===== src/rtl/char_lane_engine.sv =====
// rtl/char_lane_engine.sv - falling-character lane table with score/lives game FSM
// Optional combo scoring enabled by defining LANE_ENGINE_COMBO_EN.
module char_lane_engine #(
  parameter int NLANES      = 8,
  parameter int YW          = 10,
  parameter int LOWER_BOUND = 480,
  parameter int LIVES       = 3,
  parameter int LW          = $clog2(NLANES)
) (
  input  logic          pclk,
  input  logic          reset,
  input  logic          start,
  input  logic          tick,
  input  logic          spawn_valid,
  input  logic [LW-1:0] spawn_lane,
  input  logic [7:0]    spawn_char,
  input  logic [YW-1:0] spawn_y,
  input  logic [2:0]    spawn_speed,
  output logic          spawn_ready,
  input  logic          key_valid,
  input  logic [7:0]    key_ascii,
  input  logic [LW-1:0] q_lane,
  output logic          q_active,
  output logic [7:0]    q_char,
  output logic [YW-1:0] q_y,
  output logic [1:0]    state,
  output logic [7:0]    score,
  output logic [3:0]    lives,
  output logic [3:0]    combo,
  output logic          hit,
  output logic          miss,
  output logic          gameover
);

  typedef enum logic [1:0] {S_IDLE = 2'd0, S_PLAY = 2'd1, S_END = 2'd2} state_t;

  state_t            state_q, state_d;
  logic [NLANES-1:0] act_q, act_d;
  logic [7:0]        chr_q [NLANES];
  logic [7:0]        chr_d [NLANES];
  logic [YW-1:0]     y_q   [NLANES];
  logic [YW-1:0]     y_d   [NLANES];
  logic [2:0]        spd_q [NLANES];
  logic [2:0]        spd_d [NLANES];
  logic [7:0]        score_q, score_d;
  logic [3:0]        lives_q, lives_d;
  logic              hit_q, hit_d, miss_q, miss_d;
`ifdef LANE_ENGINE_COMBO_EN
  logic [3:0]        combo_q, combo_d;
`endif

  logic [YW:0]       adv [NLANES];
  logic [NLANES-1:0] kill;
  logic              match_found;
  logic [7:0]        miss_cnt;
  logic [1:0]        inc;
  logic [8:0]        score_sum;

  always_comb begin
    spawn_ready = 1'b0;
    q_active    = 1'b0;
    q_char      = 8'd0;
    q_y         = '0;
    for (int i = 0; i < NLANES; i++) begin
      if (state_q == S_PLAY && spawn_lane == LW'(i) && !act_q[i]) spawn_ready = 1'b1;
      if (q_lane == LW'(i)) begin
        q_active = act_q[i];
        q_char   = chr_q[i];
        q_y      = y_q[i];
      end
    end
  end

  // Lowest-index active lane holding the pressed character is the one removed.
  always_comb begin
    kill        = '0;
    match_found = 1'b0;
    for (int i = 0; i < NLANES; i++) begin
      adv[i] = {1'b0, y_q[i]} + {{(YW-2){1'b0}}, spd_q[i]};
      if (!match_found && act_q[i] && chr_q[i] == key_ascii) begin
        kill[i]     = 1'b1;
        match_found = 1'b1;
      end
    end
  end

  always_comb begin
    state_d  = state_q;
    act_d    = act_q;
    chr_d    = chr_q;
    y_d      = y_q;
    spd_d    = spd_q;
    score_d  = score_q;
    lives_d  = lives_q;
    hit_d    = 1'b0;
    miss_d   = 1'b0;
    miss_cnt = 8'd0;
`ifdef LANE_ENGINE_COMBO_EN
    combo_d  = combo_q;
    inc      = (combo_q >= 4'd4) ? 2'd2 : 2'd1;
`else
    inc      = 2'd1;
`endif
    score_sum = {1'b0, score_q} + {7'd0, inc};
    case (state_q)
      S_IDLE: begin
        if (start) begin
          state_d = S_PLAY;
          act_d   = '0;
          for (int i = 0; i < NLANES; i++) begin
            chr_d[i] = 8'd0;
            y_d[i]   = '0;
            spd_d[i] = 3'd0;
          end
          score_d = 8'd0;
          lives_d = 4'(LIVES);
`ifdef LANE_ENGINE_COMBO_EN
          combo_d = 4'd0;
`endif
        end
      end
      S_PLAY: begin
        for (int i = 0; i < NLANES; i++) begin
          if (key_valid && kill[i]) begin
            act_d[i] = 1'b0;
            y_d[i]   = '0;
          end else if (tick && act_q[i]) begin
            if (adv[i] >= (YW+1)'(LOWER_BOUND)) begin
              act_d[i] = 1'b0;
              y_d[i]   = '0;
              miss_cnt = miss_cnt + 8'd1;
            end else begin
              y_d[i] = adv[i][YW-1:0];
            end
          end
          // A spawnable lane was inactive before the edge, so tick/key never touch it.
          if (spawn_valid && spawn_ready && spawn_lane == LW'(i)) begin
            act_d[i] = 1'b1;
            chr_d[i] = spawn_char;
            y_d[i]   = spawn_y;
            spd_d[i] = spawn_speed;
          end
        end
        if (miss_cnt >= {4'd0, lives_q}) lives_d = 4'd0;
        else                             lives_d = lives_q - miss_cnt[3:0];
        if (key_valid && match_found) begin
          score_d = (score_sum > 9'd99) ? 8'd99 : score_sum[7:0];
          hit_d   = 1'b1;
`ifdef LANE_ENGINE_COMBO_EN
          if (combo_q != 4'd15) combo_d = combo_q + 4'd1;
`endif
        end
`ifdef LANE_ENGINE_COMBO_EN
        if (miss_cnt != 8'd0 || (key_valid && !match_found)) combo_d = 4'd0;
`endif
        miss_d = (miss_cnt != 8'd0);
        if (miss_cnt != 8'd0 && lives_d == 4'd0) state_d = S_END;
      end
      S_END: begin
        if (start) state_d = S_IDLE;
      end
      default: state_d = S_IDLE;
    endcase
  end

  always_ff @(posedge pclk) begin
    if (reset) begin
      state_q <= S_IDLE;
      act_q   <= '0;
      for (int i = 0; i < NLANES; i++) begin
        chr_q[i] <= 8'd0;
        y_q[i]   <= '0;
        spd_q[i] <= 3'd0;
      end
      score_q <= 8'd0;
      lives_q <= 4'(LIVES);
      hit_q   <= 1'b0;
      miss_q  <= 1'b0;
`ifdef LANE_ENGINE_COMBO_EN
      combo_q <= 4'd0;
`endif
    end else begin
      state_q <= state_d;
      act_q   <= act_d;
      chr_q   <= chr_d;
      y_q     <= y_d;
      spd_q   <= spd_d;
      score_q <= score_d;
      lives_q <= lives_d;
      hit_q   <= hit_d;
      miss_q  <= miss_d;
`ifdef LANE_ENGINE_COMBO_EN
      combo_q <= combo_d;
`endif
    end
  end

  assign state    = state_q;
  assign score    = score_q;
  assign lives    = lives_q;
  assign hit      = hit_q;
  assign miss     = miss_q;
  assign gameover = (state_q == S_END);
`ifdef LANE_ENGINE_COMBO_EN
  assign combo    = combo_q;
`else
  assign combo    = 4'd0;
`endif

endmodule

===== config.mk =====
export PLATFORM = sky130hd
export DESIGN_NAME = char_lane_engine
export DESIGN_NICKNAME = d
export VERILOG_FILES = /design/src/rtl/char_lane_engine.sv
export SDC_FILE = /design/constraint.sdc
export NUM_CORES = 1
export LEC_CHECK = 0
export CAP_MARGIN = 20
export CORE_MARGIN = 2
export CORE_UTILIZATION = 65
export DETAILED_ROUTE_END_ITERATION = 6
export GPL_ROUTABILITY_DRIVEN = 0
export PLACE_DENSITY_LB_ADDON = 0.05
export SYNTH_ARGS = -nofsm -noshare
export SYNTH_HDL_FRONTEND = slang
export SYNTH_SLANG_ARGS = --single-unit

===== constraint.sdc =====
create_clock -name pclk -period 21.5 [get_ports pclk]
set_input_delay 2.15 -clock pclk [delete_from_list [all_inputs] [get_ports pclk]]
set_output_delay 2.15 -clock pclk [all_outputs]
set_load 0.01 [all_outputs]

==> results of run 1 <==
-- flip-flops by register name, summed over array words and instances (netlist names) --
signal / cells
spd_q: 24
state: 2
act_q: 8
score: 8
miss: 1
hit: 1
lives: 4
y_q: 80
chr_q: 64
-- worst register-to-register path: cells and delay by family (launching register included) --
kind / cells / cell delay, ns
AOI/OAI and AO/OA: 11 / 1.76
DFF: 1 / 0.36
buffers and inverters: 3 / 0.27
adders and majority gates: 10 / 2.97
muxes: 4 / 1.18
and+or+nand+nor: 6 / 1.30
-- final cells by class --
type | count | share of cell area
inverters | 51 | 0.0131
diodes | 1 | 0.000171
well taps | 270 | 0.0231
flip-flops and latches | 192 | 0.263
clock buffers | 17 | 0.0291
multi-input cells | 1385 | 0.598
repair buffers | 95 | 0.0611
clock inverters | 15 | 0.0130
-- worst paths after layout --
kind / to / slack [ns] / cells past startpoint
max reg2reg: state[1] / 13.51 / 34
min reg2reg: spd_q[23] / 0.47 / 2
max: state[1] / 12.09 / 33
min: spd_q[23] / 0.47 / 2
-- kinds of logic (layout without fill, tap and decap cells) --
| family | count (synthesis) | in the layout | share of synthesized area |
|---|---|---|---|
| flip-flops | 192 | 192 | 0.289 |
| XOR/XNOR | 124 | 124 | 0.0868 |
| AO/OA/AOI/OAI | 458 | 458 | 0.223 |
| adder cells (fa/ha/maj) | 49 | 49 | 0.0511 |
| multiplexers | 49 | 49 | 0.0542 |
| AND/OR/NAND/NOR | 701 | 701 | 0.240 |
| other | 1 | 5 | 0.000282 |
| buffers and inverters | 175 | 178 | 0.0560 |
-- cells in the mapped netlist, drive strengths merged (27+ instances only) --
cell,n,share of area
xor2,46,0.031
nand3,39,0.015
clkbuf,97,0.029
buf,27,0.013
a21oi,161,0.061
ha,40,0.038
o21ai,97,0.037
a22oi,56,0.032
nor3,54,0.021
inv,51,0.014
nor2,166,0.047
nand2,304,0.086
dfxtp,192,0.29
xnor2,76,0.052
-- per-stage QoR --
stage	total power (W)	cell area [um^2]	instances
6_report	0.000813	14600	2026
5_1_grt	0.000834	14600	2025
4_1_cts	0.000810	14600	2023
3_5_place_dp	0.000480	14000	1991
3_3_place_gp	0.000478	14000	1991
2_1_floorplan	0.000445	13300	1752
-- power by group --
group	switching (W)	internal [W]
Clock	0.000168	0.000169
Combinational	0.0000715	0.0000353
Sequential	0.00000716	0.000362
Total	0.000247	0.000566
-- metal layers --
layer  up-vias  routed length, um  GRT usage
li1       6126                  -          -
met1      6154              16500      0.502
met2       760              18300      0.585
met3       158               4430     0.0891
met4         2               2050      0.194
met5         -                 13          0
==> flow_metrics.py, run 1 <==
metrics = {
    "route": {
        "drc": 0,
        "drt-initial-drc-count": 1510,
        "drt-vias-per-instance": 6.52,
        "via_count": 13200,
        "drt_wl_total_um": 41400,
        "drtAntennaViolNets": 0,
        "drtPass1Iterations": 6,
        "wl_per_cell_um": 20.4,
    },
    "clock_network": {
        "htree_levels": 4,
        "cts_setup_buffers": 0,
        "cts_tree": "done",
        "cts_hold_buf": 0,
        "numCtsBuffers": 17,
        "cts-root-buf": "clkbuf_16",
        "clk_latency_ns": 0.45,
        "cts_sinks": 192,
        "cts.repair.resized": 0,
        "clkSlewWorstSetupHoldPaths_ns": 0.08,
        "cts.path.max_buffers": 2,
    },
    "finish": {
        "multi_input_area_um2": 8740,
        "final_common_cell": "nand2_1",
        "regArea_um2": 3840,
        "synthToLayoutAreaGrowth_pct": 9.89,
        "fillers": 1657,
        "final_core_utilization": 0.725,
        "drive_gt1_frac": 0.0735,
        "layout_common_cells": "nand2_1 (303), dfxtp_1 (192), nor2_1 (166)",
        "nets": 1832,
    },
    "flow_run": {
        "drv_cap": 0,
    },
    "worst_setup_path": {
        "crit_family": "adder cells",
        "cp.buffers_inverters": 4,
        "crit_type": "primary input to flip-flop",
        "arrival_ns": 9.74,
        "slowest_delay_ns": 0.79,
        "cp-startpoint": "key_ascii[6]",
        "crit_fanout": 8,
        "cp_slowest_cell": "clkdlybuf4s50_1",
        "timing.rr.start": "y_q[70]",
        "crit_top_cell": "ha_1",
        "required_ns": 21.83,
        "crit_path_end_kind": "flip-flop",
        "startpoint_type": "primary input",
    },
    "grt": {
        "overflow": 0,
        "grt_max_degree": 73,
        "first_global_vias": 12200,
        "grt_usage": 0.381,
        "antenna_found_initial": 2,
        "grt_pass1_wl_um": 65100,
    },
    "hold_path": {
        "hp-start": "spd_q[23]",
        "hp-class": "flip-flop to flip-flop",
    },
    "outcome": {
        "run_status": "completed",
    },
    "timing": {
        "finalMaxSlewViolations": 0,
        "post-route-min-period_ns": 9.41,
        "period_share": 0.438,
        "fin_skew_ns": 0.0122,
        "hold_viol_final": 0,
        "relSlewSlack": 0.232,
        "setup_ws_ns": 12.09,
        "totalNegativeSetupSlack_ns": 0,
        "max_freq_mhz": 106,
        "hold_slack_ns": 0.467,
        "setup-violations-final": 0,
        "tightest_slew_ns": 1.14,
        "rsz0062_at_grt": "no",
    },
    "synthesis": {
        "synth_cell_types": 93,
        "avgSynthCellArea_um2": 7.61,
        "yosysWarnings": 0,
        "async_flop_share": 0,
        "seq_area_frac_synth": 0.289,
        "synth-seq-cells": 192,
        "syn_inst": 1749,
        "netlist_area_um2": 13300,
        "synth-edff-count": 0,
        "synth_ff_type": "dfxtp_1",
    },
    "floorplanning": {
        "ios": 82,
        "rows": 52,
        "die_area_um2": 21600,
        "start_util": 0.660,
        "coreArea_um2": 20200,
        "die_y_um": 147,
        "dieWidth_um": 147,
    },
    "power": {
        "power.density_nw_per_um2": 55.6,
        "leakagePower_nw": 5.31,
        "ir_drop_mv": 0.0511,
    },
    "place": {
        "dp_hpwl_um": 29800,
        "numPortBuffers": 77,
        "pre_cts_slack_ns": 11.77,
    },
}
No activity file was read; power rests on OpenSTA's default activity.
==> inputs of run 2 (changes only) <==
--- a/config.mk
+++ b/config.mk
@@ -7,7 +7,7 @@
 export LEC_CHECK = 0
 export CAP_MARGIN = 20
 export CORE_MARGIN = 2
-export CORE_UTILIZATION = 65
+export CORE_UTILIZATION = 61
 export DETAILED_ROUTE_END_ITERATION = 6
 export GPL_ROUTABILITY_DRIVEN = 0
 export PLACE_DENSITY_LB_ADDON = 0.05
==> constraint.sdc (replaced) <==
create_clock -name pclk -period 8.7 [get_ports pclk]
set_input_delay 0.87 -clock pclk [delete_from_list [all_inputs] [get_ports pclk]]
set_output_delay 0.87 -clock pclk [all_outputs]
set_load 0.01 [all_outputs]
==> run 2 against run 1 <==
  * Clock power rose by 140%
  * Wire length rose by 3.6%
  * Utilization fell by 4.7 points
  * The flow now finishes with violations (design-rule violations)
  * Global-route usage fell by 0.84 points
  * Cell count rose by 0.89%
  * Largest power group unchanged
  * Clock skew fell by 0.0017 ns
  * Via count rose by 0.36%
  * Sequential share of layout area fell by 0.081 points
  * Count of clock-buffer cells in the layout rose by 3
  * Critical endpoint unchanged
==> flow_metrics.py, run 2 (synthesized netlist as in run 1, its figures left out) <==
metrics = {
    "clock_network": {
        "cts.repair.resized": 0,
        "cts_setup_buffers": 0,
        "cts_tree": "done",
        "cts_hold_buf": 0,
        "clk_latency_ns": 0.45,
        "clkSlewWorstSetupHoldPaths_ns": 0.08,
        "cts_sinks": 192,
        "cts-root-buf": "clkbuf_16",
        "cts.path.max_buffers": 2,
        "htree_levels": 4,
        "numCtsBuffers": 17,
    },
    "floorplanning": {
        "coreArea_um2": 21600,
        "rows": 54,
        "start_util": 0.616,
        "dieWidth_um": 152,
        "die_y_um": 152,
        "ios": 82,
        "die_area_um2": 23000,
    },
    "flow_run": {
        "drv_cap": 0,
    },
    "grt": {
        "first_global_vias": 11900,
        "antenna_found_initial": 0,
        "grt_usage": 0.372,
        "grt_max_degree": 60,
        "grt_pass1_wl_um": 66200,
        "overflow": 0,
    },
    "worst_setup_path": {
        "crit_fanout": 6,
        "required_ns": 9.03,
        "crit_top_cell": "ha_1",
        "cp_slowest_cell": "or4_1",
        "arrival_ns": 8.20,
        "crit_type": "flip-flop to flip-flop",
        "startpoint_type": "flip-flop",
        "slowest_delay_ns": 0.56,
        "crit_path_end_kind": "flip-flop",
    },
    "timing": {
        "setup_ws_ns": 0.823,
        "tightest_slew_ns": 1.10,
        "setup-violations-final": 0,
        "rsz0062_at_grt": "no",
        "totalNegativeSetupSlack_ns": 0,
        "max_freq_mhz": 127,
        "post-route-min-period_ns": 7.88,
        "hold_slack_ns": 0.459,
        "period_share": 0.905,
        "relSlewSlack": 0.263,
        "fin_skew_ns": 0.0105,
        "finalMaxSlewViolations": 0,
        "hold_viol_final": 0,
    },
    "place": {
        "pre_cts_slack_ns": 0.494,
        "numPortBuffers": 77,
        "dp_hpwl_um": 31000,
        "post_dp_cell_area_um2": 14100,
    },
    "route": {
        "wl_per_cell_um": 21.0,
        "drt_wl_total_um": 42800,
        "drt-initial-drc-count": 1556,
        "drt-vias-per-instance": 6.48,
        "drtPass1Iterations": 7,
        "drc": 2,
        "via_count": 13200,
        "drtAntennaViolNets": 0,
    },
    "finish": {
        "synthToLayoutAreaGrowth_pct": 10.2,
        "top_register": "y_q",
        "drive_gt1_frac": 0.0788,
        "final_common_cell": "nand2_1",
        "multi_input_area_um2": 8750,
        "largest_reg_flops": 80,
        "diodes": 0,
        "fillers": 1879,
        "regArea_um2": 3840,
        "final_core_utilization": 0.679,
        "nets": 1841,
        "top_regs": "y_q (80), chr_q (64), spd_q (24)",
        "layout_common_cells": "nand2_1 (303), dfxtp_1 (192), nor2_1 (166)",
        "fin_area_um2": 14700,
    },
    "outcome": {
        "failed_checks": "design-rule violations",
        "run_status": "finished, violations left",
    },
    "hold_path": {
        "hp-class": "flip-flop to flip-flop",
    },
    "power": {
        "power.density_nw_per_um2": 135,
        "leakagePower_nw": 5.35,
        "ir_drop_mv": 0.122,
    },
}
[run 2: cell types whose count changed in the layout (fill, tap and decap cells not counted), moves of 2 or more]
cell      change
clkinv_4      +2
clkinv_8      -3
buf_4         +9
inv_8         -4
clkbuf_8      +3
inv_6         +4
[run 2: routing by layer]
metal / wire length (um) / part of all wire / track usage
met1: 17500 / 0.41 / 0.509
met2: 19100 / 0.45 / 0.583
met3: 4350 / 0.10 / 0.0566
met4: 1890 / 0.044 / 0.166
met5: 0 / 0 / 0
[run 2: path summary, 6_finish.rpt]
kind,depth (start not counted),slack (ns),startpoint,end
max,34,0.82,y_q[70],state[1]
max reg2reg,34,0.82,y_q[70],state[1]
min,2,0.46,spd_q[12],spd_q[12]
min reg2reg,2,0.46,spd_q[12],spd_q[12]
[run 2: final cells by class]
class                   count  share of cell area
multi-input cells        1385               0.596
well taps                 280              0.0239
inverters                  51              0.0130
clock buffers              20              0.0318
flip-flops and latches    192               0.262
clock inverters            12             0.00776
repair buffers            104              0.0653
[run 2: power by group]
part           internal (W)  switching [W]
logic             0.0000898       0.000178
registers          0.000894      0.0000174
clock network      0.000403       0.000395
[run 2: through the flow]
stage	std cells	total power [W]
floorplan	1752	0.00110
global placement	2011	0.00119
detailed placement	2011	0.00119
CTS	2043	0.00197
global route	2044	0.00203
finish	2044	0.00198
[run 2: critical path: cells and delay by family (launching register included)]
| family | cells | cell delay [ns] |
|---|---|---|
| AOI/OAI and AO/OA | 11 | 1.72 |
| adders and majority gates | 10 | 2.99 |
| buffers and inverters | 3 | 0.26 |
| DFF | 1 | 0.35 |
| muxes | 4 | 1.18 |
| and+or+nand+nor | 6 | 1.27 |
==> inputs of run 3 (changes only) <==
--- a/config.mk
+++ b/config.mk
@@ -7,7 +7,7 @@
 export LEC_CHECK = 0
 export CAP_MARGIN = 20
 export CORE_MARGIN = 2
-export CORE_UTILIZATION = 61
+export CORE_UTILIZATION = 65
 export DETAILED_ROUTE_END_ITERATION = 6
 export GPL_ROUTABILITY_DRIVEN = 0
 export PLACE_DENSITY_LB_ADDON = 0.05
==> constraint.sdc (replaced) <==
create_clock -name pclk -period 9.3 [get_ports pclk]
set_input_delay 0.93 -clock pclk [delete_from_list [all_inputs] [get_ports pclk]]
set_output_delay 0.93 -clock pclk [all_outputs]
set_load 0.01 [all_outputs]
==> run 3 against run 2 <==
  * The run still ends with design-rule violations left
  * Hold slack gained 0.0088 ns
  * Count of clock-buffer cells in the layout shrank 3
  * Critical path depth shrank 1
  * Die area shrank 6.0%
  * Clock power shrank 3.0%
  * Setup slack gained 0.27 ns
==> flow_metrics.py, run 3 (synthesized netlist as in run 1, its figures left out) <==
metrics = {
    "outcome": {
        "run_status": "finished, violations left",
        "failed_checks": "design-rule violations",
    },
    "finish": {
        "largest_reg_flops": 80,
        "synthToLayoutAreaGrowth_pct": 10.2,
        "final_common_cell": "nand2_1",
        "diodes": 0,
        "top_regs": "y_q (80), chr_q (64), spd_q (24)",
        "fillers": 1649,
        "nets": 1838,
        "layout_common_cells": "nand2_1 (303), dfxtp_1 (192), nor2_1 (166)",
        "drive_gt1_frac": 0.0767,
        "top_register": "y_q",
    },
    "floorplanning": {
        "dieWidth_um": 147,
        "die_y_um": 147,
        "coreArea_um2": 20200,
        "ios": 82,
        "rows": 52,
        "die_area_um2": 21600,
        "start_util": 0.660,
    },
    "clock_network": {
        "cts_sinks": 192,
        "cts.path.max_buffers": 2,
        "cts_tree": "done",
        "cts_setup_buffers": 0,
        "cts-root-buf": "clkbuf_16",
        "cts.repair.resized": 0,
        "cts_hold_buf": 0,
        "numCtsBuffers": 17,
        "htree_levels": 4,
        "clk_latency_ns": 0.45,
        "clkSlewWorstSetupHoldPaths_ns": 0.08,
    },
    "worst_setup_path": {
        "crit_top_cell": "ha_1",
        "path_depth": 33,
        "required_ns": 9.63,
        "crit_type": "primary input to flip-flop",
        "reg2reg_depth": 34,
        "cp.buffers_inverters": 4,
        "arrival_ns": 8.53,
        "slowest_delay_ns": 0.84,
        "crit_path_end_kind": "flip-flop",
        "cp_slowest_cell": "clkdlybuf4s50_1",
        "startpoint_type": "primary input",
        "crit_fanout": 8,
        "crit_family": "adder cells",
    },
    "route": {
        "drt_wl_total_um": 41900,
        "drtAntennaViolNets": 0,
        "drc": 1,
        "via_count": 13300,
        "wl_per_cell_um": 20.6,
        "drt-initial-drc-count": 1683,
        "drtPass1Iterations": 7,
        "drt-vias-per-instance": 6.57,
    },
    "timing": {
        "setup-violations-final": 0,
        "finalMaxSlewViolations": 0,
        "totalNegativeSetupSlack_ns": 0,
        "post-route-min-period_ns": 8.21,
        "hold_slack_ns": 0.467,
        "max_freq_mhz": 122,
        "relSlewSlack": 0.239,
        "rsz0062_at_grt": "no",
        "period_share": 0.882,
        "fin_skew_ns": 0.0149,
        "tightest_slew_ns": 1.13,
        "hold_viol_final": 0,
    },
    "flow_run": {
        "drv_cap": 0,
    },
    "power": {
        "leakagePower_nw": 5.34,
        "power.density_nw_per_um2": 128,
        "switchingPower_w": 0.000570,
        "p_int_w": 0.00131,
        "p_clk_frac": 0.412,
        "seqPwrFrac": 0.454,
        "swShare": 0.303,
        "ir_drop_mv": 0.119,
        "p_comb_frac": 0.134,
    },
    "grt": {
        "antenna_found_initial": 1,
        "first_global_vias": 12300,
        "grt_pass1_wl_um": 65500,
        "grt_usage": 0.381,
        "grt_max_degree": 66,
        "overflow": 0,
    },
    "hold_path": {
        "hp-class": "flip-flop to flip-flop",
        "holdPathStages": 2,
    },
    "place": {
        "numPortBuffers": 77,
        "dp_hpwl_um": 30000,
    },
}
## run 3: cell count changes in the layout (fill, tap and decap cells not counted), moves of 2 or more
cell,delta
buf_4,-4
clkinv_8,+3
inv_8,+2
inv_6,-2
clkinv_4,-2
clkbuf_8,-3
## run 3: power groups by stage
stage	clock network [W]	registers (W)	logic, W
finish	0.000774	0.000853	0.000253
global route	0.000807	0.000854	0.000268
CTS	0.000774	0.000852	0.000243
detailed placement	0	0.000871	0.000241
global placement	0	0.000871	0.000237
floorplan	0	0.000866	0.000162
## run 3: final timing paths
check / to / slack, ns / startpoint
min: spd_q[9] / 0.47 / spd_q[9]
max: state[1] / 1.09 / key_ascii[2]
max reg2reg: state[1] / 1.39 / y_q[70]
min reg2reg: spd_q[9] / 0.47 / spd_q[9]
## run 3: cell type report
| class | instances | area (um^2) | area share |
|---|---|---|---|
| inverter | 51 | 191 | 0.0131 |
| sequential | 192 | 3840 | 0.262 |
| multi-input combinational | 1385 | 8740 | 0.596 |
| clock buffer | 17 | 425 | 0.0290 |
| tap | 270 | 338 | 0.0230 |
| clock inverter | 15 | 188 | 0.0128 |
| timing repair buffer | 101 | 942 | 0.0642 |
## run 3: per-stage QoR
step | cells | util | worst slack (ns) | power [W] | instance area, um^2
after floorplan | 1752 | - | 2.10 | 0.00103 | 13300
after global placement | 1996 | 0.696 | 1.07 | 0.00111 | 14000
after detailed placement | 1996 | 0.696 | 0.743 | 0.00111 | 14000
after CTS | 2028 | 0.726 | 1.16 | 0.00187 | 14600
after global routing | 2031 | 0.727 | 0.684 | 0.00193 | 14700
final | 2031 | 0.727 | 1.09 | 0.00188 | 14700
## run 3: worst min-delay path, stage by stage, from the launching register on
cell	delay [ns]
dfxtp_1	0.32
nand2_1	0.05
a21oi_1	0.05
## run 3: metal layers
layer  routed length [um]  track usage  vias to the layer above
met1                16200        0.496                     6249
li1                     -            -                     6127
met2                18800        0.604                      790
met3                 4950       0.0978                      166
met4                 1870        0.162                        2
met5                   13            0                        -
